`src/rtl/load_store_unit_pkg.sv`:
```
// ---------------------------------------------------------------------------
// lsu_pkg : shared types, control encodings and helpers for load_store_unit
// Revision: 1.0
// ---------------------------------------------------------------------------
`default_nettype none

package lsu_pkg;

  typedef enum logic [1:0] {
    S_IDLE = 2'd0,
    S_REQ  = 2'd1,
    S_DONE = 2'd2,
    S_ERR  = 2'd3
  } lsu_state_e;

  typedef enum logic [1:0] {
    SZ_B = 2'd0,
    SZ_H = 2'd1,
    SZ_W = 2'd2
  } lsu_size_e;

  // Same encodings as the control unit drives
  localparam logic [1:0] WSEL_B    = 2'b00;
  localparam logic [1:0] WSEL_H    = 2'b01;
  localparam logic [1:0] WSEL_W    = 2'b10;
  localparam logic [1:0] WSEL_NONE = 2'b11;

  localparam logic [2:0] RSEL_LB   = 3'b000;
  localparam logic [2:0] RSEL_LH   = 3'b010;
  localparam logic [2:0] RSEL_LW   = 3'b011;
  localparam logic [2:0] RSEL_LBU  = 3'b100;
  localparam logic [2:0] RSEL_LHU  = 3'b101;
  localparam logic [2:0] RSEL_NONE = 3'b111;

  // Bits needed to hold values 0..n
  function automatic int lsu_cnt_width(input int n);
    int w;
    w = 1;
    for (int i = 1; i <= 16; i++) begin
      if ((32'd1 << i) <= n) w = i + 1;
    end
    return w;
  endfunction

  function automatic logic lsu_misaligned(input lsu_size_e sz, input logic [1:0] a);
    return ((sz == SZ_H) && a[0]) || ((sz == SZ_W) && (a != 2'b00));
  endfunction

endpackage

`default_nettype wire

```
`src/rtl/load_store_unit_if.sv`:
```
// ---------------------------------------------------------------------------
// load_store_unit_if : EX-side controls and data memory bus of the LSU
// Revision: 1.0
// ---------------------------------------------------------------------------
`default_nettype none

interface load_store_unit_if;
  logic        start;
  logic        MemRW;
  logic [1:0]  WSel;
  logic [2:0]  RSel;
  logic [31:0] addr;
  logic [31:0] wdata;
  logic        busy;
  logic        done;
  logic [31:0] rdata;
  logic        misalign;
  logic        timeout;
  logic        mem_req;
  logic        mem_we;
  logic [3:0]  mem_be;
  logic [29:0] mem_addr;
  logic [31:0] mem_wdata;
  logic [31:0] mem_rdata;
  logic        mem_ready;

  modport slave (
    input  start, MemRW, WSel, RSel, addr, wdata, mem_rdata, mem_ready,
    output busy, done, rdata, misalign, timeout,
           mem_req, mem_we, mem_be, mem_addr, mem_wdata
  );

  modport master (
    output start, MemRW, WSel, RSel, addr, wdata, mem_rdata, mem_ready,
    input  busy, done, rdata, misalign, timeout,
           mem_req, mem_we, mem_be, mem_addr, mem_wdata
  );
endinterface

`default_nettype wire

```
`src/rtl/load_store_unit_lane_align.sv`:
```
// ---------------------------------------------------------------------------
// lsu_lane_align : byte enables, store replication and load extraction/extension
// Revision: 1.0
// ---------------------------------------------------------------------------
`default_nettype none

module lsu_lane_align
  import lsu_pkg::*;
(
  input  lsu_size_e   i_size,
  input  logic        i_sign,
  input  logic [1:0]  i_addr_lo,
  input  logic [31:0] i_wdata,
  input  logic [31:0] i_rdata,
  output logic [3:0]  o_be,
  output logic [31:0] o_wdata,
  output logic [31:0] o_rdata
);

  logic [31:0] w_shift;

  assign w_shift = i_rdata >> {i_addr_lo, 3'b000};

  always_comb begin
    o_be    = 4'b1111;
    o_wdata = i_wdata;
    o_rdata = i_rdata;
    case (i_size)
      SZ_B: begin
        o_be    = 4'b0001 << i_addr_lo;
        o_wdata = {4{i_wdata[7:0]}};
        o_rdata = {{24{i_sign & w_shift[7]}}, w_shift[7:0]};
      end
      SZ_H: begin
        o_be    = i_addr_lo[1] ? 4'b1100 : 4'b0011;
        o_wdata = {2{i_wdata[15:0]}};
        o_rdata = {{16{i_sign & w_shift[15]}}, w_shift[15:0]};
      end
      default: ;
    endcase
  end

endmodule

`default_nettype wire

```
`src/rtl/load_store_unit.sv`:
```
// ---------------------------------------------------------------------------
// load_store_unit : multi-cycle load/store engine between EX and data memory
// Revision: 1.0
// ---------------------------------------------------------------------------
`default_nettype none

module load_store_unit
  import lsu_pkg::*;
#(
  parameter int TIMEOUT_CYCLES = 255
) (
  input  logic              clk,
  input  logic              rst_n,
  load_store_unit_if.slave  bus
);

  localparam int TW = lsu_cnt_width(TIMEOUT_CYCLES);

  lsu_state_e  r_state, w_next;
  logic        r_we, r_sign, r_timeout;
  lsu_size_e   r_size;
  logic [31:0] r_addr, r_wdata, r_rdata;
  logic [TW-1:0] r_wait;

  logic        w_in_valid, w_in_sign, w_in_mis, w_accept, w_req, w_wait_last;
  lsu_size_e   w_in_size;
  logic [3:0]  w_be;
  logic [31:0] w_wdata_rep, w_ld_data;

  // Decode the control-unit selects of the op presented this cycle
  always_comb begin
    w_in_valid = 1'b0;
    w_in_size  = SZ_W;
    w_in_sign  = 1'b0;
    if (bus.MemRW) begin
      case (bus.WSel)
        WSEL_B:  begin w_in_valid = 1'b1; w_in_size = SZ_B; end
        WSEL_H:  begin w_in_valid = 1'b1; w_in_size = SZ_H; end
        WSEL_W:  begin w_in_valid = 1'b1; w_in_size = SZ_W; end
        default: ;
      endcase
    end else begin
      case (bus.RSel)
        RSEL_LB:  begin w_in_valid = 1'b1; w_in_size = SZ_B; w_in_sign = 1'b1; end
        RSEL_LH:  begin w_in_valid = 1'b1; w_in_size = SZ_H; w_in_sign = 1'b1; end
        RSEL_LW:  begin w_in_valid = 1'b1; w_in_size = SZ_W; end
        RSEL_LBU: begin w_in_valid = 1'b1; w_in_size = SZ_B; end
        RSEL_LHU: begin w_in_valid = 1'b1; w_in_size = SZ_H; end
        default:  ;
      endcase
    end
  end

  assign w_accept    = (r_state == S_IDLE) && bus.start && w_in_valid;
  assign w_in_mis    = lsu_misaligned(w_in_size, bus.addr[1:0]);
  assign w_req       = (r_state == S_REQ);
  assign w_wait_last = (r_wait == TW'(TIMEOUT_CYCLES - 1));

  always_ff @(posedge clk or negedge rst_n) begin
    if (!rst_n) r_state <= S_IDLE;
    else        r_state <= w_next;
  end

  always_comb begin
    w_next = r_state;
    case (r_state)
      S_IDLE:  if (w_accept) w_next = w_in_mis ? S_ERR : S_REQ;
      S_REQ: begin
        if (bus.mem_ready)    w_next = S_DONE;
        else if (w_wait_last) w_next = S_IDLE;
      end
      default: w_next = S_IDLE;
    endcase
  end

  always_ff @(posedge clk or negedge rst_n) begin
    if (!rst_n) begin
      r_we      <= 1'b0;
      r_sign    <= 1'b0;
      r_size    <= SZ_B;
      r_addr    <= '0;
      r_wdata   <= '0;
      r_rdata   <= '0;
      r_wait    <= '0;
      r_timeout <= 1'b0;
    end else begin
      r_timeout <= w_req && !bus.mem_ready && w_wait_last;
      if (w_accept) begin
        r_we    <= bus.MemRW;
        r_sign  <= w_in_sign;
        r_size  <= w_in_size;
        r_addr  <= bus.addr;
        r_wdata <= bus.wdata;
        r_wait  <= '0;
      end else if (w_req && !bus.mem_ready) begin
        r_wait  <= r_wait + 1'b1;
      end
      if (w_req && bus.mem_ready && !r_we) r_rdata <= w_ld_data;
    end
  end

  lsu_lane_align u_align (
    .i_size    (r_size),
    .i_sign    (r_sign),
    .i_addr_lo (r_addr[1:0]),
    .i_wdata   (r_wdata),
    .i_rdata   (bus.mem_rdata),
    .o_be      (w_be),
    .o_wdata   (w_wdata_rep),
    .o_rdata   (w_ld_data)
  );

  // Bus outputs decode straight from state so reset drops them asynchronously
  assign bus.busy      = w_accept || w_req || (r_state == S_ERR);
  assign bus.done      = (r_state == S_DONE);
  assign bus.misalign  = (r_state == S_ERR);
  assign bus.timeout   = r_timeout;
  assign bus.rdata     = r_rdata;
  assign bus.mem_req   = w_req;
  assign bus.mem_we    = w_req && r_we;
  assign bus.mem_be    = w_req ? w_be : 4'b0000;
  assign bus.mem_wdata = w_req ? w_wdata_rep : 32'h0;
  assign bus.mem_addr  = r_addr[31:2];

endmodule

`default_nettype wire

```
`src/flat_wrapper.sv`:
```
// flat-port wrapper written by rule: the top's interface ports become plain ports
module load_store_unit_flat import lsu_pkg::*;
#(
  parameter int TIMEOUT_CYCLES = 255
)
  (clk, rst_n, bus_start, bus_MemRW, bus_WSel, bus_RSel, bus_addr, bus_wdata, bus_mem_rdata, bus_mem_ready, bus_busy, bus_done, bus_rdata, bus_misalign, bus_timeout, bus_mem_req, bus_mem_we, bus_mem_be, bus_mem_addr, bus_mem_wdata);
  load_store_unit_if bus_i ();
  input  logic clk;
  input  logic rst_n;
  input wire logic [$bits(bus_i.start)-1:0] bus_start;
  input wire logic [$bits(bus_i.MemRW)-1:0] bus_MemRW;
  input wire logic [$bits(bus_i.WSel)-1:0] bus_WSel;
  input wire logic [$bits(bus_i.RSel)-1:0] bus_RSel;
  input wire logic [$bits(bus_i.addr)-1:0] bus_addr;
  input wire logic [$bits(bus_i.wdata)-1:0] bus_wdata;
  input wire logic [$bits(bus_i.mem_rdata)-1:0] bus_mem_rdata;
  input wire logic [$bits(bus_i.mem_ready)-1:0] bus_mem_ready;
  output wire logic [$bits(bus_i.busy)-1:0] bus_busy;
  output wire logic [$bits(bus_i.done)-1:0] bus_done;
  output wire logic [$bits(bus_i.rdata)-1:0] bus_rdata;
  output wire logic [$bits(bus_i.misalign)-1:0] bus_misalign;
  output wire logic [$bits(bus_i.timeout)-1:0] bus_timeout;
  output wire logic [$bits(bus_i.mem_req)-1:0] bus_mem_req;
  output wire logic [$bits(bus_i.mem_we)-1:0] bus_mem_we;
  output wire logic [$bits(bus_i.mem_be)-1:0] bus_mem_be;
  output wire logic [$bits(bus_i.mem_addr)-1:0] bus_mem_addr;
  output wire logic [$bits(bus_i.mem_wdata)-1:0] bus_mem_wdata;
  assign bus_i.start = bus_start;
  assign bus_i.MemRW = bus_MemRW;
  assign bus_i.WSel = bus_WSel;
  assign bus_i.RSel = bus_RSel;
  assign bus_i.addr = bus_addr;
  assign bus_i.wdata = bus_wdata;
  assign bus_i.mem_rdata = bus_mem_rdata;
  assign bus_i.mem_ready = bus_mem_ready;
  assign bus_busy = bus_i.busy;
  assign bus_done = bus_i.done;
  assign bus_rdata = bus_i.rdata;
  assign bus_misalign = bus_i.misalign;
  assign bus_timeout = bus_i.timeout;
  assign bus_mem_req = bus_i.mem_req;
  assign bus_mem_we = bus_i.mem_we;
  assign bus_mem_be = bus_i.mem_be;
  assign bus_mem_addr = bus_i.mem_addr;
  assign bus_mem_wdata = bus_i.mem_wdata;
  load_store_unit #(.TIMEOUT_CYCLES(TIMEOUT_CYCLES)) u_core (.clk(clk), .rst_n(rst_n), .bus(bus_i));
endmodule
```
`config.mk`:
```
export PLATFORM = sky130hd
export DESIGN_NAME = load_store_unit_flat
export DESIGN_NICKNAME = d
export VERILOG_FILES = /design/src/rtl/load_store_unit_pkg.sv /design/src/rtl/load_store_unit_if.sv /design/src/rtl/load_store_unit_lane_align.sv /design/src/rtl/load_store_unit.sv /design/src/flat_wrapper.sv
export SDC_FILE = /design/constraint.sdc
export NUM_CORES = 1
export LEC_CHECK = 0
export ABC_AREA = 1
export BUFFER_PORTS_ARGS = -buffer_cell sky130_fd_sc_hd__buf_4
export CAP_MARGIN = 20
export CELL_PAD_IN_SITES_DETAIL_PLACEMENT = 0
export CELL_PAD_IN_SITES_GLOBAL_PLACEMENT = 1
export CORE_MARGIN = 2
export CORE_UTILIZATION = 25
export CTS_CLUSTER_SIZE = 8
export DETAILED_ROUTE_END_ITERATION = 8
export HOLD_SLACK_MARGIN = 0.12
export PLACE_DENSITY_LB_ADDON = 0.15
export SLEW_MARGIN = 15
export SYNTH_ARGS = -nofsm -noshare
export SYNTH_HDL_FRONTEND = slang
export SYNTH_SLANG_ARGS = --single-unit
```
`constraint.sdc`:
```
create_clock -name clk -period 1.5 [get_ports clk]
set_input_delay 0.075 -clock clk [delete_from_list [all_inputs] [get_ports clk]]
set_output_delay 0.075 -clock clk [all_outputs]
set_load 0.01 [all_outputs]
```
======== After elaboration in Yosys (flattened, before gate mapping) ========
Cells that the tools add are included.
storage, ports and cells
  bits in read-only memories .............. 0
  bits in writable memories ............... 0
  flip-flop bits (word level) ............. 111
  output and inout port bits .............. 104
  memories kept ........................... 0
  bits in latches ......................... 0
operators by class
  equality and inequality tests ........... 15
  bitwise gates (word level) .............. 2
  shifts and indexed selects .............. 2
  reduce and logical (&&, ||, !) cells .... 26
  $lt $le $gt $ge ......................... 0
  multiply operators ...................... 0
  multiplexer cells ....................... 21
  add/sub/neg operators ................... 1
  div/mod/pow operators ................... 0
operator list
  operator                                                                number
  32-bit one-hot mux with 2 select lines                                  2
  32-bit two-way mux                                                      1
  32-bit by 5-bit right shift with 16-bit output                          1
  8-bit two-way mux                                                       2
  2-bit one-hot mux with 2 select lines                                   3
  2-bit two-way mux                                                       5
  1-bit logical AND                                                       9
  8-bit by 1-bit adder with 8-bit output (second input constant)          1
  2-bit by 1-bit equality test with 1-bit output (second input constant)  4
  2-bit equality test (second input constant)                             4
  8-bit equality test (second input constant)                             1
  4-bit two-way mux                                                       2
  4-bit one-hot mux with 2 select lines                                   1
  3-bit by 2-bit equality test with 1-bit output (second input constant)  2
  3-bit equality test (second input constant)                             2
  2-bit zero test                                                         3
  2-bit OR reduction                                                      3
  1-bit two-way mux                                                       5
  5-bit OR reduction                                                      1
  2-bit nonzero test                                                      2
  1-bit by 2-bit left shift with 4-bit output (first input constant)      1
  3-bit zero test                                                         1
  1-bit logical OR                                                        3
  3-bit != test (second input constant)                                   1
  5 further kinds                                                         7

======== Longest topological paths before layout ========
  word-level depth ........................ 10
  depth in mapped cells ................... 10

======== Modules after synthesis ========
Synthesis repeated with hierarchy kept, for this count alone.
unflattened totals
  cells, all modules ...................... 829
  area, all modules ....................... 6379.9 um^2
modules (own cells, without submodules)
  module           area each (um^2)  cells an instance  instances
  load_store_unit  5092.4            562                1
  lsu_lane_align   1287.5            267                1

======== Least setup slack after synthesis ========
No wires, ideal clock.
  path kind ............................... register to register
  start ................................... reg u_core.r_addr[1]
  end ..................................... reg u_core.r_rdata[21] (netlist: u_core.bus.rdata[21])
  slack ................................... 120 ps
  stages on the path, launching flop included .. 11
  data required time ...................... 1387 ps
  arrival ................................. 1267 ps
  period minus slack after synthesis ...... 1380 ps
  buffers on the path ..................... 2
  path through ............................ dfrtp_1 buf_6 nand2_2 nor2_1 a21oi_1 nand2_2 nand2_4 buf_6 nand3_1 nand2_1 inv_1
between the ends
  longest elaborated chain between the ends .. 3
  elaborated cells between the ends (all ways) .. 4
RTL lines
  item                                              line                                                                text
  from (decl)                                       load_store_unit.sv:22                                               logic [31:0] r_addr, r_wdata, r_rdata;
  from (signal assigned)                            load_store_unit.sv:92                                               r_addr <= bus.addr;
  32-bit by 5-bit right shift with 16-bit output *  load_store_unit_lane_align.sv:22                                    assign w_shift = i_rdata >> {i_addr_lo, 3'b000};
  1-bit bitwise AND, on equally long branches       load_store_unit_lane_align.sv:37, load_store_unit_lane_align.sv:32
  32-bit one-hot mux with 2 select lines *          load_store_unit_lane_align.sv:28                                    case (i_size)
  to (signal assigned)                              load_store_unit.sv:98                                               if (w_req && bus.mem_ready && !r_we) r_rdata <= w_ld_data;
  to (decl)                                         load_store_unit.sv:22
Every way passes the cells marked *; elsewhere a longest branch is shown, timed or not.
A chain may end at the register's enable or synchronous reset.

======== Worst setup path in the final report ========
  start ................................... reg u_core.r_state[1]
  end ..................................... out bus_mem_wdata[15]
between the ends
  longest elaborated chain between the ends .. 2
RTL lines
  item                                            line                    text
  from (decl)                                     load_store_unit.sv:19   lsu_state_e r_state, w_next;
  from (signal assigned)                          load_store_unit.sv:61   else r_state <= w_next;
  2-bit by 1-bit equality test with 1-bit output  load_store_unit.sv:56   assign w_req = (r_state == S_REQ);
  32-bit two-way mux                              load_store_unit.sv:122  assign bus.mem_wdata = w_req ? w_wdata_rep : 32'h0;
  to (decl)                                       flat_wrapper.sv:27      output wire logic [$bits(bus_i.mem_wdata)-1:0] bus_mem_wdata;
Every way passes these cells.

==> impl_metrics.csv <==
group,metric,value,unit
floorplanning,rows,56,
synth,ys_warn_count,0,
clocking,clk_latency,0.36,ns
critical_path,path_delay_family,"buffers and inverters",
sta,layout_setup_ws,-0.1778,ns
sta,final.setup_skew,0.01068,ns
finish,fin_nets,1226,
floorplanning,die_y,157.6,um
clocking,cts_tree,"done",
global_routing,gr-usage-met2,28.20,%
route,detail_route.wl_per_cell,15.64,um
synth,syn_inst,785,
pwr,pwr-share-seq,27.9,%
placed_design,hpwlAfterDp,14430,um
critical_path,critPathLaunchType,"register",
finish,antennaDiodeCount,0,
pwr,ir_worst_vdd,0.7867,mV
route,drt_iter0_markers,210,
pwr,intPower,11.05,mW
sta,rsz0062_at_grt,"yes",
synth,ys_async_sr_fraction,100.0,%
pwr,switching_share,41.72,%
synth,synth_seq_area_share,47.12,%
route,postRouteAntennaNets,0,
pwr,p_per_area,1827,mW/mm^2
finish,drive_gt1_share,38.82,%
pwr,comb_power_share,59.1,%
global_routing,grt_pass1_vias,6103,
global_routing,grt_max_degree,83,
synth,synth-edff-count,0,
placed_design,gp_congestion,0.7650,
finish,fin_cells,1442,
critical_path,cp.arrival,1.60,ns
route,dr_total_vias,6234,
floorplanning,core,0.02333,mm^2
critical_path,crit_buf_inv,4,
outcome,status,"finished with violations",
global_routing,grt_busiest_layer,"met2",
finish,fillerInstances,2311,
critical_path,required,1.42,ns
sta,period_share,111.9,%
sta,maxSlewViolCount,0,
synth,synth_flop_cell,"dfrtp_1",
run,drv_cap,0,
global_routing,gr-usage-all-layers,16.67,%
clocking,cts_buffer_depth,2,
sta,worst_pin_slew,0.4691,ns
clocking,clock_tree.root_cell,"clkbuf_16",
synth,ys_types,33,
sta,period_minus_slack,1.678,ns
critical_path,slowest_delay,0.43,ns
synth,syn_nets,893,
finish,seq_area,0.002781,mm^2
route,drtPass1Iterations,4,
placed_design,place_inst,1286,
synth,syn_avg_cell_area,7.509,um^2
synth,synth_top_area_cell,"dfrtp_1",
sta,finalSetupViolCount,80,
synth,yosys-top-cells-area,"dfrtp_1 (47%), nand2_1 (18%), nor2_1 (4.8%), a21oi_1 (4.5%), buf_4 (4.3%)",
route,post_drt_via_cell_ratio,4.323,
outcome,violations,"negative setup slack",
floorplanning,die_x,157.6,um
pwr,p_sw,7.910,mW
global_routing,grt_use_met1,21.98,%
finish,syn2layout_area_growth,76.10,%
sta,hold_viol,0,
global_routing,grt_use_met3,3.387,%
global_routing,grt-ovfl-total,0,
sta,clock.fmax,0.5960,GHz
route,wirelength,22560,um
clocking,h-tree-depth,3,
critical_path,path_cells,"nor2_4, buf_12, inv_8, buf_8, nor3_4, buf_6",
critical_path,r2r-start,"u_core.r_state[1]",
critical_path,crit_start,"u_core.r_state[1]",
finish,layout_common_cells,"nand2_1 (277), buf_4 (230), dfrtp_1 (108)",
placed_design,portBuffers,209,
clocking,numCtsBuffers,9,
sta,tns,-5.773,ns
finish,multiInputGateArea,0.002984,mm^2
sta,maxSlewHeadroom,68.73,%
global_routing,grt_first_pass_wirelength,32250,um
global_routing,antenna_found_initial,0,
critical_path,worstSetupPathType,"reg2out",
clocking,clock-sinks,111,
critical_path,cp_slowest_cell,"dfrtp_2",
clocking,cts.clk_slew.worst_paths,0.08,ns
hold_path,min_from,"bus_mem_rdata[9]",
route,drc,0,
floorplanning,start_util,25.26,%
hold_path,hold_class,"in2reg",
floorplanning,ioPinCount,210,
floorplanning,die_area,0.02482,mm^2
pwr,p_leak,5.117,nW
synth,synth.top_cell.area_share,47.12,%
critical_path,endpoint_kind,"primary output",
critical_path,worst-path-max-fanout,5,
finish,final_common_cell,"nand2_1",
synth,netlist_area,0.005894,mm^2
synth,synth-seq-cells,111,
pwr,clkPwrFrac,13.0,%
==> per-stage QoR <==
step	total power, mW	worst slack, ns	utilization [%]	hold WS, ns	cell area (um^2)
3_3_place_gp	13.64	0.008425	33.65	0.1470	7851
2_1_floorplan	9.970	0.1200	-	-0.2206	5894
3_5_place_dp	13.65	-0.009390	33.65	0.1477	7851
4_1_cts	17.64	-0.1708	41.05	0.1247	9578
5_1_grt	20.39	-0.2500	44.49	0.1752	10380
6_report	18.96	-0.1778	44.49	0.1443	10380
==> sequential cells by signal (all words and copies together), names as in the netlist <==
register,cells
u_core.bus.rdata,32
u_core.r_addr,32
u_core.r_wdata,32
u_core.r_wait,8
u_core.r_size,2
u_core.r_state,2
u_core.bus.timeout,1
u_core.r_sign,1
u_core.r_we,1
==> final cells by class <==
type / instances / share of cell area, %
clock buffer: 10 / 2.302
clock inverter: 6 / 0.4942
inverter: 58 / 2.423
multi-input combinational: 552 / 28.75
sequential: 111 / 26.80
tap: 319 / 3.845
timing repair buffer: 385 / 35.28
timing repair inverter: 1 / 0.1085
==> worst paths after layout <==
kind | depth (start not counted) | end | slack, ns
hold reg to reg | 2 | u_core.r_addr[19] | 0.48
min in group asynchronous | 3 | u_core.r_addr[31] | 0.30
setup / recovery | 6 | bus_mem_wdata[15] | -0.18
max in group asynchronous | 3 | u_core.r_size[1] | 0.83
setup reg to reg | 9 | u_core.r_addr[0] | -0.09
hold / removal | 5 | u_core.bus.rdata[9] | 0.14
==> Yosys cell counts, drive strengths merged (3+ instances only) <==
master  instances
a31oi           6
inv            58
o21ai          33
buf            55
xor2            3
nand3          42
nand2         293
nor2           81
or2            16
a21oi          53
o22ai           9
xnor2           3
clkbuf         12
dfrtp         111
==> power by group through the flow <==
stage	clock, mW	combinational [mW]	sequential (mW)
2_1_floorplan	0	4.73	5.24
3_3_place_gp	0	8.36	5.28
3_5_place_dp	0	8.40	5.24
4_1_cts	2.58	9.83	5.24
5_1_grt	2.67	12.2	5.50
6_report	2.46	11.2	5.29
==> repair_timing <==
item | CTS | global route
resized for setup | 78 | 127
hold buffers | 99 | 0
setup endpoints to repair | 45 | 139
endpoints found under the hold margin | 209 | 0
cloned | 5 | 14
buffers inserted | 15 | 12
pin swaps | 19 | 19
==> kinds of logic after synthesis <==
| kind of cell | synth area share, % |
|---|---|
| and+or+nand+nor | 30.84 |
| DFF | 47.12 |
| xor gates and xnor gates | 0.8917 |
| AOI/OAI and AO/OA | 9.616 |
| adders and majority gates | 0.4245 |
| buffers and inverters | 11.10 |
==> layer usage <==
metal | vias up | wire [um]
met3 | 13 | 960
met1 | 2947 | 10220
li1 | 3122 | -
met2 | 152 | 11160
met5 | - | 0
met4 | 0 | 209
==> worst reg2reg max path, cell delays in order (launching register included) <==
cell       delay, ns
dfrtp_2         0.43
buf_4           0.15
nor2_4          0.08
nand2_1         0.06
nor2_2          0.09
nand2_2         0.10
buf_8           0.17
buf_6           0.14
clkbuf_16       0.16
o21ai_0         0.14
No activity file was read; power rests on OpenSTA's default activity.
